### src/rtl/seq_adder_pkg.sv
// Shared types and sizing helpers for the digit-serial adder.
package seq_adder_pkg;

    typedef enum logic [1:0] {
        IDLE = 2'd0,
        RUN  = 2'd1,
        DONE = 2'd2
    } state_t;

    function automatic int calc_ndig(input int width, input int digit);
        return width / digit;
    endfunction

    // Counter needs at least one bit even when a single digit covers the word.
    function automatic int calc_cnt_w(input int ndig);
        return (ndig > 1) ? $clog2(ndig) : 1;
    endfunction

endpackage

### src/rtl/seq_adder_digit_add.sv
// Combinational DIGIT-bit ripple of full adders; exposes the carry into the
// MSB so the caller can derive two's-complement overflow.
module digit_add #(
    parameter int DIGIT = 4
) (
    input  logic [DIGIT-1:0] a,
    input  logic [DIGIT-1:0] b,
    input  logic             cin,
    output logic [DIGIT-1:0] sum,
    output logic             cout,
    output logic             c_msb
);

    logic [DIGIT:0] c;

    assign c[0] = cin;

    for (genvar i = 0; i < DIGIT; i++) begin : g_fa
        assign sum[i]  = a[i] ^ b[i] ^ c[i];
        assign c[i+1]  = (a[i] & b[i]) | (c[i] & (a[i] ^ b[i]));
    end

    assign cout  = c[DIGIT];
    assign c_msb = c[DIGIT-1];

endmodule

### src/rtl/seq_adder.sv
// Digit-serial adder/subtractor: one DIGIT-wide slice per clock through a
// single shared digit_add, result held in DONE until the consumer takes it.
module seq_adder
    import seq_adder_pkg::*;
#(
    parameter int WIDTH = 16,
    parameter int DIGIT = 4
) (
    input  logic             clk,
    input  logic             rst_n,
    input  logic             in_valid,
    output logic             in_ready,
    input  logic [WIDTH-1:0] A,
    input  logic [WIDTH-1:0] B,
    input  logic             C_in,
    input  logic             SUB,
    output logic             out_valid,
    input  logic             out_ready,
    output logic [WIDTH-1:0] S,
    output logic             C_out,
    output logic             V,
    output logic [1:0]       dbg_state
);

    localparam int NDIG  = calc_ndig(WIDTH, DIGIT);
    localparam int CNT_W = calc_cnt_w(NDIG);
    localparam logic [CNT_W-1:0] LAST = CNT_W'(NDIG - 1);

    // Handshake: a transfer happens on a rising edge where valid and ready are
    // both 1; valid never waits on ready and is held by its source until then.
    state_t           state_q, state_d;
    logic             accept, step, last_digit;
    logic [WIDTH-1:0] a_q, b_q;
    logic             carry_q;
    logic [CNT_W-1:0] cnt_q;
    logic [DIGIT-1:0] a_dig [NDIG];
    logic [DIGIT-1:0] b_dig [NDIG];
    logic [DIGIT-1:0] d_sum;
    logic             d_cout, d_cmsb;

    assign accept     = in_ready & in_valid;
    assign step       = (state_q == RUN);
    assign last_digit = (cnt_q == LAST);
    assign dbg_state  = state_q;

    always_ff @(posedge clk or negedge rst_n) begin
        if (!rst_n) state_q <= IDLE;
        else        state_q <= state_d;
    end

    always_comb begin
        state_d   = state_q;
        in_ready  = 1'b0;
        out_valid = 1'b0;
        case (state_q)
            IDLE: begin
                in_ready = 1'b1;
                if (in_valid) state_d = RUN;
            end
            RUN:  if (last_digit) state_d = DONE;
            DONE: begin
                out_valid = 1'b1;
                if (out_ready) state_d = IDLE;
            end
            default: state_d = IDLE;
        endcase
    end

    // Subtraction is folded in at capture time: B is inverted and the carry
    // seeded to 1, so the RUN loop only ever adds.
    always_ff @(posedge clk or negedge rst_n) begin
        if (!rst_n) begin
            a_q     <= '0;
            b_q     <= '0;
            carry_q <= 1'b0;
            cnt_q   <= '0;
            C_out   <= 1'b0;
            V       <= 1'b0;
        end else if (accept) begin
            a_q     <= A;
            b_q     <= SUB ? ~B : B;
            carry_q <= SUB | C_in;
            cnt_q   <= '0;
        end else if (step) begin
            carry_q <= d_cout;
            cnt_q   <= cnt_q + 1'b1;
            if (last_digit) begin
                C_out <= d_cout;
                V     <= d_cout ^ d_cmsb;
            end
        end
    end

    for (genvar g = 0; g < NDIG; g++) begin : g_dig
        assign a_dig[g] = a_q[g*DIGIT +: DIGIT];
        assign b_dig[g] = b_q[g*DIGIT +: DIGIT];

        always_ff @(posedge clk or negedge rst_n) begin
            if (!rst_n)
                S[g*DIGIT +: DIGIT] <= '0;
            else if (step && (cnt_q == CNT_W'(g)))
                S[g*DIGIT +: DIGIT] <= d_sum;
        end
    end

    digit_add #(.DIGIT(DIGIT)) u_digit_add (
        .a     (a_dig[cnt_q]),
        .b     (b_dig[cnt_q]),
        .cin   (carry_q),
        .sum   (d_sum),
        .cout  (d_cout),
        .c_msb (d_cmsb)
    );

endmodule

### config.mk
export PLATFORM = sky130hd
export DESIGN_NAME = seq_adder
export DESIGN_NICKNAME = d
export VERILOG_FILES = /design/src/rtl/seq_adder_pkg.sv /design/src/rtl/seq_adder_digit_add.sv /design/src/rtl/seq_adder.sv
export SDC_FILE = /design/constraint.sdc
export NUM_CORES = 1
export LEC_CHECK = 0
export CELL_PAD_IN_SITES_DETAIL_PLACEMENT = 1
export CELL_PAD_IN_SITES_GLOBAL_PLACEMENT = 1
export CORE_MARGIN = 4
export CORE_UTILIZATION = 37
export DETAILED_ROUTE_END_ITERATION = 6
export PLACE_DENSITY = 0.73
export SETUP_SLACK_MARGIN = 0.3
export SLEW_MARGIN = 20
export SYNTH_ARGS = -nofsm -noshare
export SYNTH_HDL_FRONTEND = slang
export SYNTH_SLANG_ARGS = --single-unit
### constraint.sdc
create_clock -name clk -period 2.8 [get_ports clk]
set_input_delay 0.28 -clock clk [delete_from_list [all_inputs] [get_ports clk]]
set_output_delay 0.28 -clock clk [all_outputs]
set_load 0.02 [all_outputs]
==> results of run 1 <==
-- power breakdown --
group	switching [mW]	internal (mW)
clock	0.255	0.172
sequential	0.273	1.22
combinational	1.14	1.45
total	1.67	2.84
-- cells by family (layout without fill, tap and decap cells) --
family                     after synthesis  in the layout
xor gates and xnor gates                17             17
muxes                                   59             59
AOI/OAI and AO/OA                        5              5
and+or+nand+nor                         11             11
DFF                                     55             55
buffers and inverters                   29             99
adders and majority gates                8              8
-- stage by stage --
stage          setup WS (ns)  hold WS, ns  instance area, sq um  setup TNS [ns]
3_5_place_dp          0.0460        0.321                  3370               0
4_1_cts               0.0646        0.513                  3480               0
6_report               0.101        0.507                  3500               0
3_3_place_gp          0.0960        0.315                  3370               0
2_1_floorplan         0.0561      -0.0156                  2680               0
5_1_grt              -0.0413        0.527                  3500         -0.0790
-- layout make-up --
class,instances,area [sq um]
Tap cell,96,120
Sequential cell,55,1380
Timing Repair Buffer,71,678
Clock buffer,5,68.8
Clock inverter,3,15.0
Multi-Input combinational cell,100,1170
Fill cell,726,3400
Inverter,20,75.1
-- what timing repair did --
action | in CTS | in global routing
hold buffers | 1 | 0
resized for setup | 2 | 5
pin swaps | 2 | 0
setup endpoints to repair | 11 | 11
setup buffers | 1 | 2
hold endpoints to repair | 23 | 0
-- path summary, 6_finish.rpt --
kind | start | endpoint | slack (ns)
max reg2reg | cnt_q[0] | S[15] | 0.10
min reg2reg | a_q[1] | a_q[1] | 0.51
min | rst_n | S[8] | 0.51
max in group asynchronous | rst_n | cnt_q[0] | 1.61
max | cnt_q[0] | S[15] | 0.10
min in group clk | a_q[1] | a_q[1] | 0.51
-- synth_stat cells --
| cell type | count | share of area [%] |
|---|---|---|
| sky130_fd_sc_hd__nor3b_4 | 1 | 0.70 |
| sky130_fd_sc_hd__mux2_2 | 40 | 17 |
| sky130_fd_sc_hd__buf_6 | 3 | 1.3 |
| sky130_fd_sc_hd__mux2i_1 | 9 | 3.4 |
| sky130_fd_sc_hd__o31ai_1 | 1 | 0.28 |
| sky130_fd_sc_hd__clkbuf_1 | 2 | 0.28 |
| sky130_fd_sc_hd__nand3b_1 | 4 | 1.1 |
| sky130_fd_sc_hd__xor2_1 | 16 | 5.3 |
| sky130_fd_sc_hd__xnor2_1 | 1 | 0.33 |
| sky130_fd_sc_hd__inv_1 | 20 | 2.8 |
| sky130_fd_sc_hd__dfrtp_1 | 55 | 52 |
| sky130_fd_sc_hd__nor2_1 | 1 | 0.14 |
| sky130_fd_sc_hd__or2_2 | 1 | 0.24 |
| sky130_fd_sc_hd__nand2b_1 | 1 | 0.24 |
| sky130_fd_sc_hd__fa_1 | 4 | 3.0 |
| sky130_fd_sc_hd__o21bai_1 | 1 | 0.28 |
| sky130_fd_sc_hd__mux4_2 | 8 | 6.8 |
| sky130_fd_sc_hd__ha_1 | 4 | 1.9 |
| sky130_fd_sc_hd__nor3b_1 | 1 | 0.28 |
| sky130_fd_sc_hd__buf_2 | 4 | 0.75 |
| sky130_fd_sc_hd__a221o_1 | 1 | 0.38 |
| sky130_fd_sc_hd__nor2b_1 | 1 | 0.24 |
| sky130_fd_sc_hd__nand3b_2 | 1 | 0.42 |
| sky130_fd_sc_hd__o21ai_0 | 1 | 0.19 |
| sky130_fd_sc_hd__a21o_1 | 1 | 0.28 |
| sky130_fd_sc_hd__mux2_1 | 2 | 0.85 |
-- worst register-to-register path: cells and delay by family, from the launching register on --
family                     cells  cell delay (ns)
adders and majority gates      4             1.36
muxes                          2             0.69
buffers and inverters          3             0.17
DFF                            1             0.42
-- cell usage in the layout (no fill, tap or decap), types with 2 or more instances in the layout --
cell type                         count
sky130_fd_sc_hd__inv_1               17
sky130_fd_sc_hd__clkdlybuf4s50_1     58
sky130_fd_sc_hd__mux2_1               2
sky130_fd_sc_hd__dfrtp_1             54
sky130_fd_sc_hd__xor2_1              16
sky130_fd_sc_hd__buf_4               11
sky130_fd_sc_hd__ha_1                 4
sky130_fd_sc_hd__nand3b_1             4
sky130_fd_sc_hd__mux2i_1              9
sky130_fd_sc_hd__mux4_2               8
sky130_fd_sc_hd__clkbuf_8             5
sky130_fd_sc_hd__fa_2                 4
sky130_fd_sc_hd__inv_2                3
sky130_fd_sc_hd__mux2_2              39
sky130_fd_sc_hd__clkinv_2             3
-- sequential cells by signal, indices dropped and copies added (netlist names) --
signal / cells
dbg_state: 2
V: 1
a_q: 16
C_out: 1
S: 16
carry_q: 1
b_q: 16
cnt_q: 2
-- layer usage --
metal  track usage (%)  share of wire [%]  vias to the layer above
li1                  -                  -                      760
met1              17.2                 44                      816
met2              22.9                 50                       48
met3              2.68                5.1                        4
met4              3.30               0.83                        0
met5                 0                  0                        -
==> results.sh, run 1 <==
export IMPL_run_status="complete, no violations"
export IMPL_crit_path_max_incr_delay_ns=0.53
export IMPL_netlist_area_sq_mm=0.00266
export IMPL_setup_violations=0
export IMPL_dr_pass1_iters=3
export IMPL_clock_tree_htree_level_count=2
export IMPL_clock_root_buffer="sky130_fd_sc_hd__clkbuf_8"
export IMPL_track_usage_pct=13.3
export IMPL_timing_clock_skew_ns=0.00858
export IMPL_finalPower_mw=4.50
export IMPL_path_cells="mux4_2 -> fa_2 -> inv_2 -> fa_2 -> inv_2 -> fa_2 -> inv_2 -> fa_2 -> mux2i_1"
export IMPL_timing_critical_path_from_type="register"
export IMPL_floorplan_core_area_sq_mm=0.00691
export IMPL_largest_vdd_supply_drop_v=0.000573
export IMPL_worst_setup_hold_path_clk_slew_ns=0.10
export IMPL_routed_wirelength_um=5410
export IMPL_rr_worst_depth=9
export IMPL_timing_critical_path_mode_cell="sky130_fd_sc_hd__fa_2"
export IMPL_post_layout_nonfiller_instances=350
export IMPL_ys_seq_elements=55
export IMPL_grt_remaining_overflow=0
export IMPL_critical_path_top_delay_family="adder cells"
export IMPL_clkLatencyLatePin_ns=0.31
export IMPL_cts_sinks=55
export IMPL_finalHoldViolCount=0
export IMPL_synth_nets=230
export IMPL_drt_vias_per_instance=4.65
export IMPL_via_count=1628
export IMPL_syn_to_final_growth_pct=31.6
export IMPL_setup_worst_path_class="reg2reg"
export IMPL_number_of_global_route_vias_before_repair=1798
export IMPL_xor_and_xnor_fraction_of_the_mapped_netlist_area_pct=5.59
export IMPL_route_detailed_drc=0
export IMPL_port_buffers=59
export IMPL_grt_first_pass_wirelength_um=8990
export IMPL_fin_util_pct=50.7
export IMPL_leakage_dissipation_nw=1.55
export IMPL_fin_crit_ns=2.70
export IMPL_number_of_buffers_added_by_the_clock_tree_synthesis_step=5
export IMPL_final_nets=299
export IMPL_tightestPinTransition_ns=0.590
export IMPL_floorplan_die_width_um=92.8
export IMPL_synth_cells=184
export IMPL_synth_top_family_by_area="multiplexers"
export IMPL_setup_worst_path_end_class="register"
export IMPL_rows=30
export IMPL_design_die_area_sq_mm=0.00862
export IMPL_final_layout_size_suffix_gt1_share_pct=31.5
export IMPL_drtIter0Drc=19
export IMPL_yosys_cell_types_count=26
export IMPL_period_share_pct=96.4
export IMPL_timing_max_transition_violations_final=0
export IMPL_path_depth=9
export IMPL_hp_class="in2async"
export IMPL_initial_core_util_pct=38.6
export IMPL_antenna_found_initial=0
export IMPL_synth_warning_count=0
export IMPL_synth_yosys_seq_area_share_pct=51.7
export IMPL_num_antenna_cells=0
export IMPL_critPathSlowestCell="sky130_fd_sc_hd__mux4_2"
export IMPL_crit_fanout=4
export IMPL_clock_path_buffers=2
export IMPL_routedWlPerCell_um=15.5
export IMPL_synth_compound_gate_area_share_pct=1.41
export IMPL_ios=60
export IMPL_grt_setup_unrepaired="true"
export IMPL_hpwl_um=4130
export IMPL_maxSlewHeadroom_pct=60.7
export IMPL_fmax_mhz=370
export IMPL_timing_critical_path_arrival_ns=2.93
export IMPL_yosys_area_share_adder_pct=4.89
export IMPL_power_density_mw_per_mm2=1290
export IMPL_worst_path_buf_inv=3
export IMPL_synth_mux_area_fraction_pct=27.9
export IMPL_grt_start_max_net_pins=36
export IMPL_worstPathRequired_ns=3.03
export IMPL_cts_tree="yes"
export IMPL_post_place_cells=338
export IMPL_antenna_violating_nets_post_route=0
export IMPL_die_h_um=92.8
export IMPL_globalplace_congestion=0.726
export IMPL_maxCapViolCount=0
export IMPL_post_synth_and_or_nand_nor_area_fraction_pct=3.38
export IMPL_synth_avg_cell_area_sq_um=14.5
(Power assumes the default switching activity.)
==> inputs of run 2 (changes only) <==
--- a/config.mk
+++ b/config.mk
@@ -8,9 +8,10 @@
 export CELL_PAD_IN_SITES_DETAIL_PLACEMENT = 1
 export CELL_PAD_IN_SITES_GLOBAL_PLACEMENT = 1
 export CORE_MARGIN = 4
-export CORE_UTILIZATION = 37
+export CORE_UTILIZATION = 35
 export DETAILED_ROUTE_END_ITERATION = 6
-export PLACE_DENSITY = 0.73
+export GPL_ROUTABILITY_DRIVEN = 1
+export PLACE_DENSITY = 0.7
 export SETUP_SLACK_MARGIN = 0.3
 export SLEW_MARGIN = 20
 export SYNTH_ARGS = -nofsm -noshare
==> run 2 against run 1 <==
Net effect: via count shrank 1.8%; power grew 0.47%; sequential share of layout area is essentially flat; worst setup slack gained 0.020 ns; clock power grew 17%; routed wire length grew 0.33%; combinational power shrank 2%; flip-flop and latch count is the same.
==> results.sh, run 2 (synthesis results as in run 1) <==
export IMPL_antenna_found_initial=0
export IMPL_hp_class="in2async"
export IMPL_fin_crit_ns=2.68
export IMPL_rows=31
export IMPL_clock_root_buffer="sky130_fd_sc_hd__clkbuf_8"
export IMPL_route_detailed_drc=0
export IMPL_worstPathRequired_ns=2.98
export IMPL_internal_power_mw=2.89
export IMPL_drtIter0Drc=16
export IMPL_initial_core_util_pct=36.3
export IMPL_num_antenna_cells=0
export IMPL_largest_vdd_supply_drop_v=0.000466
export IMPL_number_of_global_route_vias_before_repair=1793
export IMPL_routedWlPerCell_um=15.6
export IMPL_cts_tree="yes"
export IMPL_grt_first_pass_wirelength_um=8910
export IMPL_fmax_mhz=373
export IMPL_post_layout_nonfiller_instances=348
export IMPL_ios=60
export IMPL_globalplace_congestion=0.698
export IMPL_leakage_dissipation_nw=1.54
export IMPL_clock_path_buffers=2
export IMPL_syn_to_final_growth_pct=31.3
export IMPL_timing_critical_path_arrival_ns=2.86
export IMPL_via_count=1598
export IMPL_clkLatencyLatePin_ns=0.29
export IMPL_crit_fanout=3
export IMPL_port_buffers=59
export IMPL_die_h_um=95.2
export IMPL_maxSlewHeadroom_pct=53.4
export IMPL_fin_area_sq_mm=0.00350
export IMPL_grt_start_max_net_pins=56
export IMPL_power_share_switching_pct=36.2
export IMPL_wl_met2_um=2680
export IMPL_worst_setup_hold_path_clk_slew_ns=0.09
export IMPL_floorplan_die_width_um=95.2
export IMPL_largestRegisters="S (16), a_q (16), b_q (16)"
export IMPL_timing_max_transition_violations_final=0
export IMPL_clkPwrFrac_pct=11.0
export IMPL_hpwl_um=4170
export IMPL_critical_path_startpoint="cnt_q[0]"
export IMPL_routed_wl_met3_um=337
export IMPL_timing_critical_path_from_type="register"
export IMPL_post_place_cells=339
export IMPL_maxCapViolCount=0
export IMPL_clock_tree_htree_level_count=2
export IMPL_highest_layer_used_for_signal_routing="met4"
export IMPL_grt_remaining_overflow=0
export IMPL_share_seq_of_total_power_pct=33.0
export IMPL_setup_worst_path_end_class="register"
export IMPL_setup_violations=0
export IMPL_antenna_violating_nets_post_route=0
export IMPL_number_of_buffers_added_by_the_clock_tree_synthesis_step=5
export IMPL_final_layout_size_suffix_gt1_share_pct=29.7
export IMPL_finalHoldViolCount=0
export IMPL_routed_wirelength_um=5430
export IMPL_m1WireLength_um=2390
export IMPL_final_nets=295
export IMPL_final_cell_mix="sky130_fd_sc_hd__clkdlybuf4s50_1, sky130_fd_sc_hd__dfrtp_1, sky130_fd_sc_hd__mux2_2, sky130_fd_sc_hd__inv_1, sky130_fd_sc_hd__xor2_1"
export IMPL_timing_clock_skew_ns=0.00535
export IMPL_floorplan_core_area_sq_mm=0.00733
export IMPL_dr_pass1_iters=4
export IMPL_track_usage_pct=12.9
export IMPL_final_common_cell="sky130_fd_sc_hd__clkdlybuf4s50_1"
export IMPL_run_status="complete, no violations"
export IMPL_design_die_area_sq_mm=0.00907
export IMPL_dpl_instance_area_sq_mm=0.00336
export IMPL_setup_worst_path_class="reg2reg"
export IMPL_crit_reg2reg_launch="cnt_q[0]"
export IMPL_p_switching_mw=1.64
export IMPL_drt_vias_per_instance=4.59
export IMPL_tightestPinTransition_ns=0.699
export IMPL_cts_sinks=55
export IMPL_power_density_mw_per_mm2=1290
export IMPL_grt_setup_unrepaired="true"
export IMPL_combPwrFrac_pct=56.0
export IMPL_period_share_pct=95.7
## run 2: power groups by stage
| stage | Sequential, mW | Combinational [mW] | Clock [mW] |
|---|---|---|---|
| after floorplan | 1.58 | 1.57 | 0 |
| after global placement | 1.52 | 2.36 | 0 |
| after detailed placement | 1.52 | 2.45 | 0 |
| after CTS | 1.51 | 2.56 | 0.520 |
| after global routing | 1.56 | 2.80 | 0.550 |
| final | 1.49 | 2.53 | 0.499 |
## run 2: area by class of cell
class                   instances  area [sq um]
clock buffers                   6          72.6
clock inverters                 1          30.0
fillers                       757          3830
inverters                      20          75.1
multi-input cells             100          1170
flip-flops and latches         55          1380
well taps                      99           124
repair buffers                 67           646
## run 2: per-stage QoR
stage	setup TNS, ns	power, mW	hold WS (ns)	setup WS (ns)	utilization, %
after floorplan	0	3.15	-0.0156	0.0561	-
after detailed placement	0	3.98	0.464	0.0396	45.8
after global placement	0	3.88	0.455	0.0920	45.8
after global routing	-0.0249	4.91	0.149	-0.0139	47.7
final	0	4.53	0.102	0.121	47.7
after CTS	0	4.59	0.138	0.107	47.6
## run 2: layer usage
metal,vias up,global-route usage [%]
li1,753,-
met1,793,16.4
met2,50,22.4
met3,2,2.92
met4,0,2.88
met5,-,0
## run 2: worst max-delay path: stages, from the launching register on
cell and delay (ns):
sky130_fd_sc_hd__dfrtp_1 0.42, sky130_fd_sc_hd__mux4_2 0.54, sky130_fd_sc_hd__fa_2 0.37, sky130_fd_sc_hd__inv_2 0.06, sky130_fd_sc_hd__fa_2 0.18, sky130_fd_sc_hd__inv_2 0.04
sky130_fd_sc_hd__fa_2 0.34, sky130_fd_sc_hd__inv_2 0.07, sky130_fd_sc_hd__fa_2 0.23, sky130_fd_sc_hd__xnor2_1 0.07, sky130_fd_sc_hd__mux2_4 0.26
## run 2: path summary, 6_finish.rpt
| check | to | slack, ns | cells after the start |
|---|---|---|---|
| max in group asynchronous | S[13] | 2.22 | 2 |
| min in group clk | a_q[0] | 0.51 | 1 |
| worst max-delay path | V | 0.12 | 10 |
| worst min-delay path | S[8] | 0.10 | 2 |
| worst max register to register | V | 0.12 | 10 |
| worst min register to register | a_q[0] | 0.51 | 1 |
## run 2: what timing repair did
action / 4_1_cts / 5_1_grt
endpoints found under the setup margin: 7 / 11
hold buffers: 0 / 0
resized for setup: 5 / 2
pin swaps: 3 / 0
buffers inserted: 2 / 0
==> inputs of run 3 (changes only) <==
--- a/config.mk
+++ b/config.mk
@@ -8,12 +8,12 @@
 export CELL_PAD_IN_SITES_DETAIL_PLACEMENT = 1
 export CELL_PAD_IN_SITES_GLOBAL_PLACEMENT = 1
 export CORE_MARGIN = 4
-export CORE_UTILIZATION = 35
+export CORE_UTILIZATION = 37
 export DETAILED_ROUTE_END_ITERATION = 6
 export GPL_ROUTABILITY_DRIVEN = 1
-export PLACE_DENSITY = 0.7
+export PLACE_DENSITY = 0.73
 export SETUP_SLACK_MARGIN = 0.3
-export SLEW_MARGIN = 20
+export SLEW_MARGIN = 5
 export SYNTH_ARGS = -nofsm -noshare
 export SYNTH_HDL_FRONTEND = slang
 export SYNTH_SLANG_ARGS = --single-unit
==> results of run 3 <==
Same layout as run 1: the final DEF is identical, and so are final timing and power.
